`config.mk`:
```
export PLATFORM = sky130hd
export DESIGN_NAME = piso_serializer
export DESIGN_NICKNAME = d
export VERILOG_FILES = /design/src/rtl/piso_serializer.sv
export SDC_FILE = /design/constraint.sdc
export NUM_CORES = 1
export LEC_CHECK = 0
export ABC_CLOCK_PERIOD_IN_PS = 1200
export CAP_MARGIN = 15
export CORE_AREA = 5 5 46 48
export DETAILED_ROUTE_END_ITERATION = 7
export DIE_AREA = 0 0 51 53
export PLACE_DENSITY = 0.57
export RECOVER_POWER = 100
export SLEW_MARGIN = 10
export SYNTH_ARGS = -nofsm -noshare
export SYNTH_HDL_FRONTEND = slang
export SYNTH_SLANG_ARGS = --single-unit
```
`constraint.sdc`:
```
create_clock -name clk -period 1.2 [get_ports clk]
set_clock_uncertainty 0.05 [all_clocks]
set_input_delay 0.12 -clock clk [delete_from_list [all_inputs] [get_ports clk]]
set_output_delay 0.12 -clock clk [all_outputs]
set_load 0.005 [all_outputs]
```
`src/rtl/piso_serializer.sv`:
```
// Parallel-in/serial-out serializer: takes a WIDTH-bit word over valid/ready and
// shifts it out one bit per consumed beat, with last flag and optional even parity.
module piso_serializer #(
  parameter int WIDTH     = 4,
  parameter int MSB_FIRST = 1,
  parameter int PARITY_EN = 0
) (
  input  logic             clk,
  input  logic             reset,
  input  logic [WIDTH-1:0] din,
  input  logic             load_valid,
  output logic             load_ready,
  output logic             sout,
  output logic             sout_valid,
  input  logic             sout_ready,
  output logic             last,
  output logic             busy
);
  localparam int CW = $clog2(WIDTH);

  localparam logic [1:0] IDLE  = 2'd0;
  localparam logic [1:0] SHIFT = 2'd1;
  localparam logic [1:0] PAR   = 2'd2;

  logic [1:0]       state;
  logic [WIDTH-1:0] shreg;
  logic [WIDTH-1:0] shifted;
  logic [CW-1:0]    cnt;
  logic             par;
  logic             out_bit;
  logic             final_bit;
  logic             consume;
  logic             accept;

  assign out_bit   = (MSB_FIRST != 0) ? shreg[WIDTH-1] : shreg[0];
  assign shifted   = (MSB_FIRST != 0) ? {shreg[WIDTH-2:0], 1'b0} : {1'b0, shreg[WIDTH-1:1]};
  assign final_bit = (state == PAR) || (state == SHIFT && cnt == '0 && PARITY_EN == 0);

  assign sout_valid = (state != IDLE);
  assign busy       = (state != IDLE);
  assign last       = final_bit;
  assign sout       = (state == SHIFT) ? out_bit : (state == PAR) ? par : 1'b0;
  assign consume    = sout_valid && sout_ready;
  // Ready during the consumed final beat lets the next frame start with no bubble.
  assign load_ready = !reset && ((state == IDLE) || (final_bit && sout_ready));
  assign accept     = load_valid && load_ready;

  always_ff @(posedge clk) begin
    if (reset) begin
      state <= IDLE;
      shreg <= '0;
      cnt   <= '0;
      par   <= 1'b0;
    end else if (accept) begin
      state <= SHIFT;
      shreg <= din;
      cnt   <= CW'(WIDTH - 1);
      par   <= ^din;
    end else if (consume) begin
      case (state)
        SHIFT: begin
          shreg <= shifted;
          if (cnt != '0) cnt <= cnt - CW'(1);
          else           state <= (PARITY_EN != 0) ? PAR : IDLE;
        end
        default: state <= IDLE;
      endcase
    end
  end
endmodule

```
==> Word level (Yosys, flattened, before mapping) <==
Index checks and enable logic that the tools add are counted.
{ "word_totals": {"regBits": 9} }
{ "classes": {"n_eq_ne": 4, "mux": 13, "n_addsub": 1, "n_reduce_logical": 21} }
{ "ops": {"columns": ["operator", "count"], "rows": [
  ["$mux 2", 6],
  ["$mux 4", 3],
  ["$reduce_bool 2->1", 5],
  ["$reduce_and 2->1", 3],
  ["$logic_and 1x1->1", 5],
  ["$logic_not 2->1", 2],
  ["$mux 1", 4],
  ["$reduce_xor 4->1", 1],
  ["$ne 3x3->1 const B", 1],
  ["$reduce_and 3->1", 1],
  ["$eq 2x1->1 const B", 1],
  ["$eq 2x2->1 const B", 1],
  ["$logic_or 1x1->1", 2],
  ["$ne 2x2->1 const B", 1],
  ["$reduce_or 2->1", 1],
  ["$sub 2x1->2 const B", 1],
  ["$logic_not 1->1", 1]
]} }

==> Longest topological paths before layout <==
{ "depth": {"ltp_word": 9, "ltp_mapped": 5, "depth_no_buf": 5} }

==> Worst setup path after synthesis <==
OpenSTA, ideal clock, no wires.
{ "synth_path": {"path_kind": "register to register", "start": "register cnt[0]", "end": "register shreg[1]", "stages_incl_launch_ff": 5, "synth_period_minus_slack_ps": 1220, "setup_ps": 95, "n_path_buf": 0, "setup_slack_ps": -20, "arrival_ps": 1074, "required_time_ps": 1055, "path_cell_list": "dfxtp_1 > inv_1 > ha_1 > a21bo_2 > a221oi_1"} }
{ "synth_between": {"elab_chain_len": 9, "word_cells_on_any_way": 11, "classes_between": "1 x mux; 10 x reduce/logical"} }
{ "synth_lines": {"columns": ["item", "line_no", "rtl"], "rows": [
  ["start: declaration", "28", "logic [CW-1:0] cnt;"],
  ["start signal: assignment", "57", "cnt <= CW'(WIDTH - 1);"],
  ["start signal: assignment", "63", "if (cnt != '0) cnt <= cnt - CW'(1);"],
  ["$logic_not 2->1 *", "37", "assign final_bit = (state == PAR) || (state == SHIFT && cnt == '0 && PARITY_EN == 0);"],
  ["$logic_and 1x1->1 *", "37", null],
  ["$logic_or 1x1->1 *", "37", null],
  ["$logic_and 1x1->1 *", "45", "assign load_ready = !reset && ((state == IDLE) || (final_bit && sout_ready));"],
  ["$logic_or 1x1->1 *", "45", null],
  ["$logic_and 1x1->1 *", "45", null],
  ["$logic_and 1x1->1 *", "46", "assign accept = load_valid && load_ready;"],
  ["$reduce_bool 2->1 (no source line)", null, null],
  ["$reduce_and 2->1 (no source line)", null, null],
  ["end signal: assignment", "56", "shreg <= din;"],
  ["end signal: assignment", "62", "shreg <= shifted;"],
  ["end: declaration", "26", "logic [WIDTH-1:0] shreg;"]
]} }
Mark *: on every way between the ends. The rest lies on a longest branch, timed or not.
A chain may end at the register's enable or synchronous reset.

==> Worst setup path after layout <==
{ "layout_path": {"start": "register cnt[0]", "end": "register cnt[0]"} }
{ "layout_between": {"elab_chain_len": 9, "word_cells_on_any_way": 17, "classes_between": "1 x add/sub; 4 x mux; 12 x reduce/logical"} }
{ "layout_lines": {"columns": ["item"], "rows": [
  ["parallel branches: the longest is 9 deep, another holds $sub 2x1->2"]
]} }
Parallel ways; which one is timed is not known. The select of a mux whose other input is x is not followed.

==> out/qor.txt <==
Final ANT Viol Nets: 0
Placed cell areas: 604.3 µm²
Die area: 2703 µm²
Violated checks: setup timing
Synth area leaders: dfxtp_1, mux2i_1, a221oi_1
Area share of the leading cell type in the synthesized netlist: 0.3489
DR pass1 iterations: 4
Fin area: 734.5 µm²
Fillers: 168
Final setup fails: 7
GR peak layer: met2
Worst EP required: 1.28 ns
Diodes inserted: 0
Leak Pwr: 0.0003231 µW
Net count after synthesis: 53
Status: finished, violations left
Met2 GRT Util: 0.1524
Core Box Area: 1670 µm²
Tot Pwr: 742.6 µW
Area Overhead vs Synth: 82.87%
Worst Hold Class: in -> reg
H-tree depth: 1
Syn Area/Cell: 9.128 µm²
Worst-path cell chain: inv_2, ha_4, buf_6, a21bo_4, nand2_4, buf_6, a31oi_1
# nets final: 83
Drt initial violations: 5
Yosys warns: 0
Final setup margin: -0.1138 ns
Final hold vios: 0
Clock root buffer: clkbuf_4
Worst-margin pin slew: 0.2902 ns
CP endpoint kind: flop
Met1 Usage GRT: 0.1096
Max Slew Vio Count: 0
Max Freq: 0.7611 GHz
Share of post-route cells with drive strength above 1: 0.4932
Dpl ws: -0.2596 ns
Number of port buffers: 12
Grt total ovfl: 0
Num rows: 15
WL per Instance: 13.61 µm
Critical Path Stages: 7
CTS tree: done
HPWL Detailed: 734.1 µm
Signal arrival time at the worst endpoint: 1.40 ns
Worst Path Max Fanout: 4
Synth cell types: 25
Most frequent cell on the critical path: buf_6
Max clock buf depth: 2
Seq/Total Area, Yosys: 0.3489
Peak VDD IR: 0.4088 mV
RSZ-0062 raised after global routing: true
Pin count of the biggest net entering global routing: 8
Setup CP Type: reg -> reg
Syn Inst Count: 44
Routed vias/inst: 4.889
Worst skew pair latency: 0.25 ns
DRC errors left: 0
Cell family with most CP delay: flip-flops
Reg clk slew, reported paths: 0.05 ns
Cell Area, Synth: 401.6 µm²
FF-to-FF path depth: 7
CTS Sinks: 7
Vias: 440
Die H: 53 µm
Die W: 51 µm
Worst slew margin: 0.8059
Num CTS Buffers: 3
Met3 Use GR: 0.03380
Antenna violations before repair: 0
Worst stage delay on the critical path: 0.33 ns
Total track usage: 0.09887
First-pass GRT wire length: 1.869 mm
Vias in the first global route: 393
CP max stage cell: dfxtp_2
Max Cap Viol: 0
I/O pin count: 13
Period utilization: 1.095
Pwr dens: 1011 nW/µm²
Worst Path Buf+Inv: 3
Min Clock Period, post-route: 1.314 ns
Hold path depth: 3
Dominant cell type by area after synthesis: dfxtp_1
Hold WS: 0.4591 ns
Initial core utilization: 0.2404
Critical path startpoint category: flop
Synth Register Bits: 7
Total Wirelength: 1.225 mm
Placer congestion estimate: 0.7076
synthesized netlist by cell type, drive strengths merged:
cell    instances
a21bo           1
a21boi          1
a221oi          3
a31oi           2
and2            2
buf             3
dfxtp           7
ha              1
inv             2
mux2i           4
nand2           2
nand3b          1
nand4           1
nand4b          1
nor2            3
nor2b           4
nor3            1
nor3b           1
o21ai           1
o31ai           1
or2             1
or3             1
sequential cells by signal (all words and copies together), names as in the netlist:
signal  count
cnt         2
shreg       4
state       1
metal layers:
metal,vias up,wire length [µm]
met5,-,0
met4,0,23
met3,2,36
met2,13,632
met1,206,534
li1,219,-
cell type report:
type                            count  area (µm²)  share of cell area
Clock buffer                        4       26.28             0.03578
Tap cell                           17       21.27             0.02896
Timing Repair Buffer               28       247.7              0.3373
Inverter                            2       7.507             0.01022
Multi-Input combinational cell     32       285.3              0.3884
Sequential cell                     7       146.4              0.1993
where the power goes:
group / internal [µW] / total (µW) / switching [µW] / leakage [µW]
Sequential: 255 / 270 / 15.1 / 0.0000592
Combinational: 153 / 254 / 100 / 0.000249
Clock: 127 / 219 / 91.3 / 0.0000150
cells by family after synthesis:
family | count (synthesis) | share of synthesized area
mux | 4 | 0.09969
simple gates | 18 | 0.2897
flops | 7 | 0.3489
buf+inv | 5 | 0.05918
fa+ha+maj | 1 | 0.03115
compound gates | 9 | 0.1713
placed cells by master (no fill, tap or decap):
cell type	n
a21bo_4	1
a21boi_2	1
a221oi_1	1
a221oi_2	2
a31oi_1	2
and2_2	2
buf_2	2
buf_4	11
buf_6	5
clkbuf_1	1
clkbuf_4	3
clkdlybuf4s15_1	2
clkdlybuf4s50_1	7
dfxtp_1	4
dfxtp_2	2
dfxtp_4	1
dlygate4sd2_1	1
ha_4	1
inv_2	2
mux2i_1	4
nand2_4	2
nand3b_1	1
nand4_1	1
nand4b_1	1
nor2_1	2
nor2_4	1
nor2b_1	4
nor3_1	1
nor3b_1	1
o21ai_0	1
o31ai_1	1
or2_1	1
or3_1	1
worst register-to-register path, stage by stage (launching register included):
cell	delay [ns]
dfxtp_2	0.33
inv_2	0.04
ha_4	0.16
buf_6	0.12
a21bo_4	0.23
nand2_4	0.10
buf_6	0.10
a31oi_1	0.06
timing repair:
action / 4_1_cts / 5_1_grt
gates resized for setup: 27 / 5
setup endpoints to repair: 10 / 10
hold endpoints to repair: 0 / 0
pin swaps: 4 / 2
gates cloned: 0 / 0
setup buffers: 5 / 2
hold buffers: 0 / 0
final timing paths:
check | start | end | slack, ns
worst max-delay path | cnt[0] | cnt[0] | -0.11
worst min-delay path | din[1] | shreg[1] | 0.46
worst max register to register | cnt[0] | cnt[0] | -0.11
worst min register to register | shreg[0] | shreg[0] | 0.49
per-stage QoR:
stage / TNS (ns) / util / instances
floorplan: 0 / - / 44
global placement: -1.849 / 0.3618 / 80
detailed placement: -1.983 / 0.3618 / 80
CTS: -0.5248 / 0.4195 / 88
global route: -1.058 / 0.4397 / 90
finish: -0.5327 / 0.4397 / 90
Note: power is estimated with default switching activity, not from simulation.
==> edit 1: new RTL, same flow settings <==
Make the reset (`reset`) asynchronous in one clocked block.
--- a/src/rtl/piso_serializer.sv
+++ b/src/rtl/piso_serializer.sv
@@ -46,5 +46,5 @@
   assign accept     = load_valid && load_ready;
 
-  always_ff @(posedge clk) begin
+  always_ff @(posedge clk or posedge reset) begin
     if (reset) begin
       state <= IDLE;
Check against the original RTL: differs if reset is asserted again (counterexample within 4 cycles, from zero or initial values and one cycle with reset high); with reset held inactive, the same outputs for 10 cycles.
==> edit 1 against the unedited design <==
  * The flow still finishes with violations (negative setup slack)
  * Count of clock-buffer cells in the layout is the same
  * Area after synthesis down 2.2%
  * Sequential cell count stayed put
  * Non-clock buffer count fell by 6
  * Synthesized cell count fell by 25%
  * Worst setup slack got worse by 0.12 ns
  * Sequential share of layout area increased by 7.4 points
  * Design area shrank 13%
  * Maximum frequency is 8.4% lower
  * Wire length fell by 39%
  * Cell count is 17% lower
Power is not compared: it rests on default switching activity, and its combinational part moved more than twofold at a synthesized area within 25%.
==> edit 1: results (changes against the unedited design) <==
** Placement
- HPWL after DPL :: 599 microns (was 734 microns)
- The routability-driven placement congestion ratio is 0.691 (was 0.708).
- The number of placed cells counting well taps was 66 (was 80).

** Synthesis
- The post-synthesis async set-or-reset flop share came to 100% (was 0%).
- The predominant post-synthesis flop cell is dfrtp_1 (was dfxtp_1).
- The sequential element share of the synthesized area came to 44.6% (was 34.9%).
- Number of distinct standard cells referenced by the synthesized netlist :: 18 (was 25)
- Post-synthesis net count :: 42 (was 53)

** Global route
- The global routing met1 resource utilization was 7.86% (was 11.0%).
- Overall routing resource usage :: 6.64% (was 9.89%)
- Vias in the first global route :: 295 (was 393)
- The global-route met2 utilization is 9.01% (was 15.2%).
- The first-pass GRT wire length was 1270 microns (was 1870 microns).

** Min path
- The type of the most critical hold path is in -> async (was in -> reg).

** STA
- The number of endpoints failing setup at the final stage was 10 (was 7).
- The least setup slack across all paths after layout came to -0.234 ns (was -0.114 ns).

** Routing
- Metal2 WL :: 323 microns (was 632 microns)
- The detailed-route wire length was 748 microns (was 1230 microns).
- Met1 WL :: 331 microns (was 534 microns)
- The first-iteration detailed-routing DRC count is 0 (was 5).
- The detailed-route via count came to 310 (was 440).
- Met3 routed wirelength :: 83 microns (was 36 microns)
- Number of search-and-repair iterations in the first detailed-routing pass :: 1 (was 4)

** Setup path
- The maximum fanout encountered on the critical timing path is 5 (was 4).
- Arrival time of the worst setup path :: 1.52 ns (was 1.40 ns)
- Stage delay of the slowest cell on the critical path :: 0.35 ns (was 0.33 ns)
- Category of cells accounting for the largest share of critical-path delay :: compound AO/OA/AOI/OAI gates (was flip-flops)

** Final layout
- Share of final-layout standard cells stronger than drive strength 1 :: 48.3% (was 49.3%)
- The count of nets after finishing came to 68 (was 83).
- The post-layout instance count excluding filler cells was 75 (was 90).

** Run status
- Failing checks :: negative setup slack (unchanged)
- Result of the run :: complete, but fails checks (unchanged)
## edit 1: layout make-up
cell class | count | area share [%]
Tap cell | 17 | 3.32
Inverter | 4 | 2.34
Sequential cell | 7 | 27.3
Timing Repair Buffer | 22 | 28.3
Clock buffer | 4 | 4.10
Multi-Input combinational cell | 21 | 34.6
## edit 1: worst max path at each step
stage                                   from              endpoint  slack, ns  cells past startpoint
after global routing      cnt[1]$_DFFE_PP0P_    cnt[1]$_DFFE_PP0P_      -0.28                      7
final                     cnt[1]$_DFFE_PP0P_    cnt[1]$_DFFE_PP0P_      -0.23                      7
after global placement            sout_ready  shreg[2]$_DFFE_PP0P_      -0.41                      4
after detailed placement          sout_ready  shreg[2]$_DFFE_PP0P_      -0.45                      4
after floorplan           cnt[1]$_DFFE_PP0P_  shreg[1]$_DFFE_PP0P_      -0.26                      5
after CTS                 cnt[1]$_DFFE_PP0P_    cnt[1]$_DFFE_PP0P_      -0.24                      7
## edit 1: what timing repair did
item,in CTS,in global routing
gates resized for setup,20,2
endpoints found under the setup margin,12,12
pin swaps,3,1
buffers inserted,4,1
## edit 1: cells by family (layout without fill, tap and decap cells)
| group | count (synthesis) | count (layout) | synth area share [%] |
|---|---|---|---|
| mux | 7 | 7 | 19.7 |
| flops | 7 | 7 | 44.6 |
| fa+ha+maj | 1 | 1 | 3.18 |
| compound gates | 2 | 2 | 7.01 |
| simple gates | 10 | 10 | 17.5 |
| xor+xnor | 1 | 1 | 2.23 |
| buf+inv | 5 | 30 | 5.73 |
## edit 1: metrics by stage
stage / setup TNS [ns] / utilization (%)
floorplan: -0.965 / -
global placement: -3.13 / 35.2
detailed placement: -3.37 / 35.2
CTS: -2.00 / 38.5
global route: -2.33 / 38.4
finish: -1.78 / 38.4
==> edit 2: new RTL, same settings <==
Without the edit above. `WIDTH`: 4 -> 2.
--- a/src/rtl/piso_serializer.sv
+++ b/src/rtl/piso_serializer.sv
@@ -2,5 +2,5 @@
 // shifts it out one bit per consumed beat, with last flag and optional even parity.
 module piso_serializer #(
-  parameter int WIDTH     = 4,
+  parameter int WIDTH     = 2,
   parameter int MSB_FIRST = 1,
   parameter int PARITY_EN = 0
Ports: changed (resized din); port bits go from 13 to 11. No check against the original RTL was run, so the function may have changed too.
==> edit 2 against the unedited design <==
  * Sequential power fell by 44%
  * Design area fell by 44%
  * Area after synthesis fell by 41%
  * Sequential cell count fell by 3
  * Worst setup slack improved by 0.18 ns
  * Wire length fell by 48%
  * Power fell by 41%
  * Largest power group is now the clock network
==> edit 2: results (changes against the unedited design) <==
** Run status
- Result of the run: completed (was complete, but fails checks).

** Routing
- Vias/cell :: 4.28 (was 4.89)
- Number of search-and-repair iterations in the first detailed-routing pass :: 3 (was 4)
- The detailed-route wire length was 641 microns (was 1230 microns).
- Vias after detailed routing :: 261 (was 440)

** Power and ir drop
- The clock distribution power was 0.174 mW (was 0.219 mW).
- Combinational fraction of design power :: 25.1% (was 34.2%)
- The worst IR drop on VDD was 0.540 mV (was 0.409 mV).
- Switching Power :: 0.113 mW (was 0.207 mW)
- Leakage power summed over all cells :: 0.182 nW (was 0.323 nW)
- The total design power was 0.435 mW (was 0.743 mW).

** Min path
- The hold-critical path depth was 3 (unchanged).
- The source of the worst hold timing path is sout_ready (was din[1]).

** Setup path
- The length in cells of the worst reg-to-reg path was 4 (was 7).
- The timing endpoint of the critical path was sout (was cnt[0]$_SDFFE_PP0P_).
- The startpoint of the most critical setup path is state[0]$_SDFFE_PP0P_ (was cnt[0]$_SDFFE_PP0P_).
- The reg-to-reg startpoint was cnt$_SDFFE_PP0P_ (was cnt[0]$_SDFFE_PP0P_).
- The endpoint of the lowest-slack register-to-register path is shreg[1]$_SDFFE_PP0P_ (was cnt[0]$_SDFFE_PP0P_).
- Arrival time of the worst setup path :: 0.96 ns (was 1.40 ns)
- Maximum fanout along the worst path :: 3 (was 4)

** STA
- Tcrit/Tclk final :: 94.2% (was 109%)
- Slew Limit Headroom :: 84.9% (was 80.6%)
- Post-route worst hold slack :: 0.394 ns (was 0.459 ns)

** Placement
- Cell count after placement :: 57 (was 80)
- Routability-driven placement congestion ratio :: 0.791 (was 0.708)
- HPWL after DPL :: 486 microns (was 734 microns)
- Placement-stage cell area :: 383 sq um (was 604 sq um)
- The setup slack at placement came to -0.409 ns (was -0.260 ns).
- Number of buffer cells added on primary ports :: 10 (was 12)

** Synthesis
- Number of distinct standard cells referenced by the synthesized netlist :: 17 (was 25)
- Most frequent cells after synthesis: dfxtp_1 (4), a21oi_1 (3), nand2_1 (3), nor2_1 (3), nand2b_1 (2) (was dfxtp_1 (7), mux2i_1 (4), nor2b_1 (4)).
- The total nets after synthesis is 33 (was 53).
- The number of warnings reported in the yosys synthesis log was 0 (unchanged).
- Sequential-to-total area share from yosys stat :: 33.9% (was 34.9%)
- The post-synthesis average cell area is 8.76 sq um (was 9.13 sq um).
- Dominant register cell in the synthesized netlist :: dfxtp_1 (unchanged)
- Area contributors post-synth :: dfxtp_1 (34%), a21oi_1 (6.3%), a311oi_2 (6.3%) (was dfxtp_1 (35%), mux2i_1 (10%), a221oi_1 (6.5%))

** CTS
- For the worst-skew pair, the clock arrives at the later sink with an insertion delay of 0.24 ns.

** Global route
- The pin count of the biggest net entering global routing is 9 (was 8).
- The first-pass GRT wire length came to 1040 microns (was 1870 microns).
- Overall routing resource usage :: 6.01% (was 9.89%)
- Vias in the first global route :: 244 (was 393)

** Final layout
- The share of post-route cells with drive strength above 1 came to 31.8% (was 49.3%).
- Net count of the finished layout :: 52 (was 83)
- Top flop regs: shreg (2), cnt (1), state (1) (was shreg (4), cnt (2), state (1)).
[edit 2: what timing repair did]
action                                  in CTS  in global routing
endpoints found under the setup margin       5                  1
setup buffers                                1                  0
resized for setup                           13                  2
[edit 2: area by class of cell]
type / instances / area, sq um
Fill cell: 189 / 1260
Sequential cell: 4 / 81.3
Multi-Input combinational cell: 21 / 151
Timing Repair Buffer: 16 / 133
Clock buffer: 3 / 22.5
Tap cell: 17 / 21.3
[edit 2: logic make-up after synthesis]
logic type | synth area share (%)
AOI/OAI and AO/OA | 25.4
buffers and inverters | 5.29
DFF | 33.9
muxes | 4.23
and+or+nand+nor | 31.2
[edit 2: worst max-delay path: stages (launching register included)]
cell	delay [ns]
dfxtp_2	0.32
and2_1	0.14
dlygate4sd2_1	0.25
[edit 2: routing by layer]
metal  global-route usage, %  vias to the layer above  share of wire (%)
li1                        -                      131                  -
met1                    6.23                      114                 48
met2                    7.94                       11                 39
met3                    5.07                        5                 11
met4                    4.04                        0                1.9
met5                       0                        -                  0
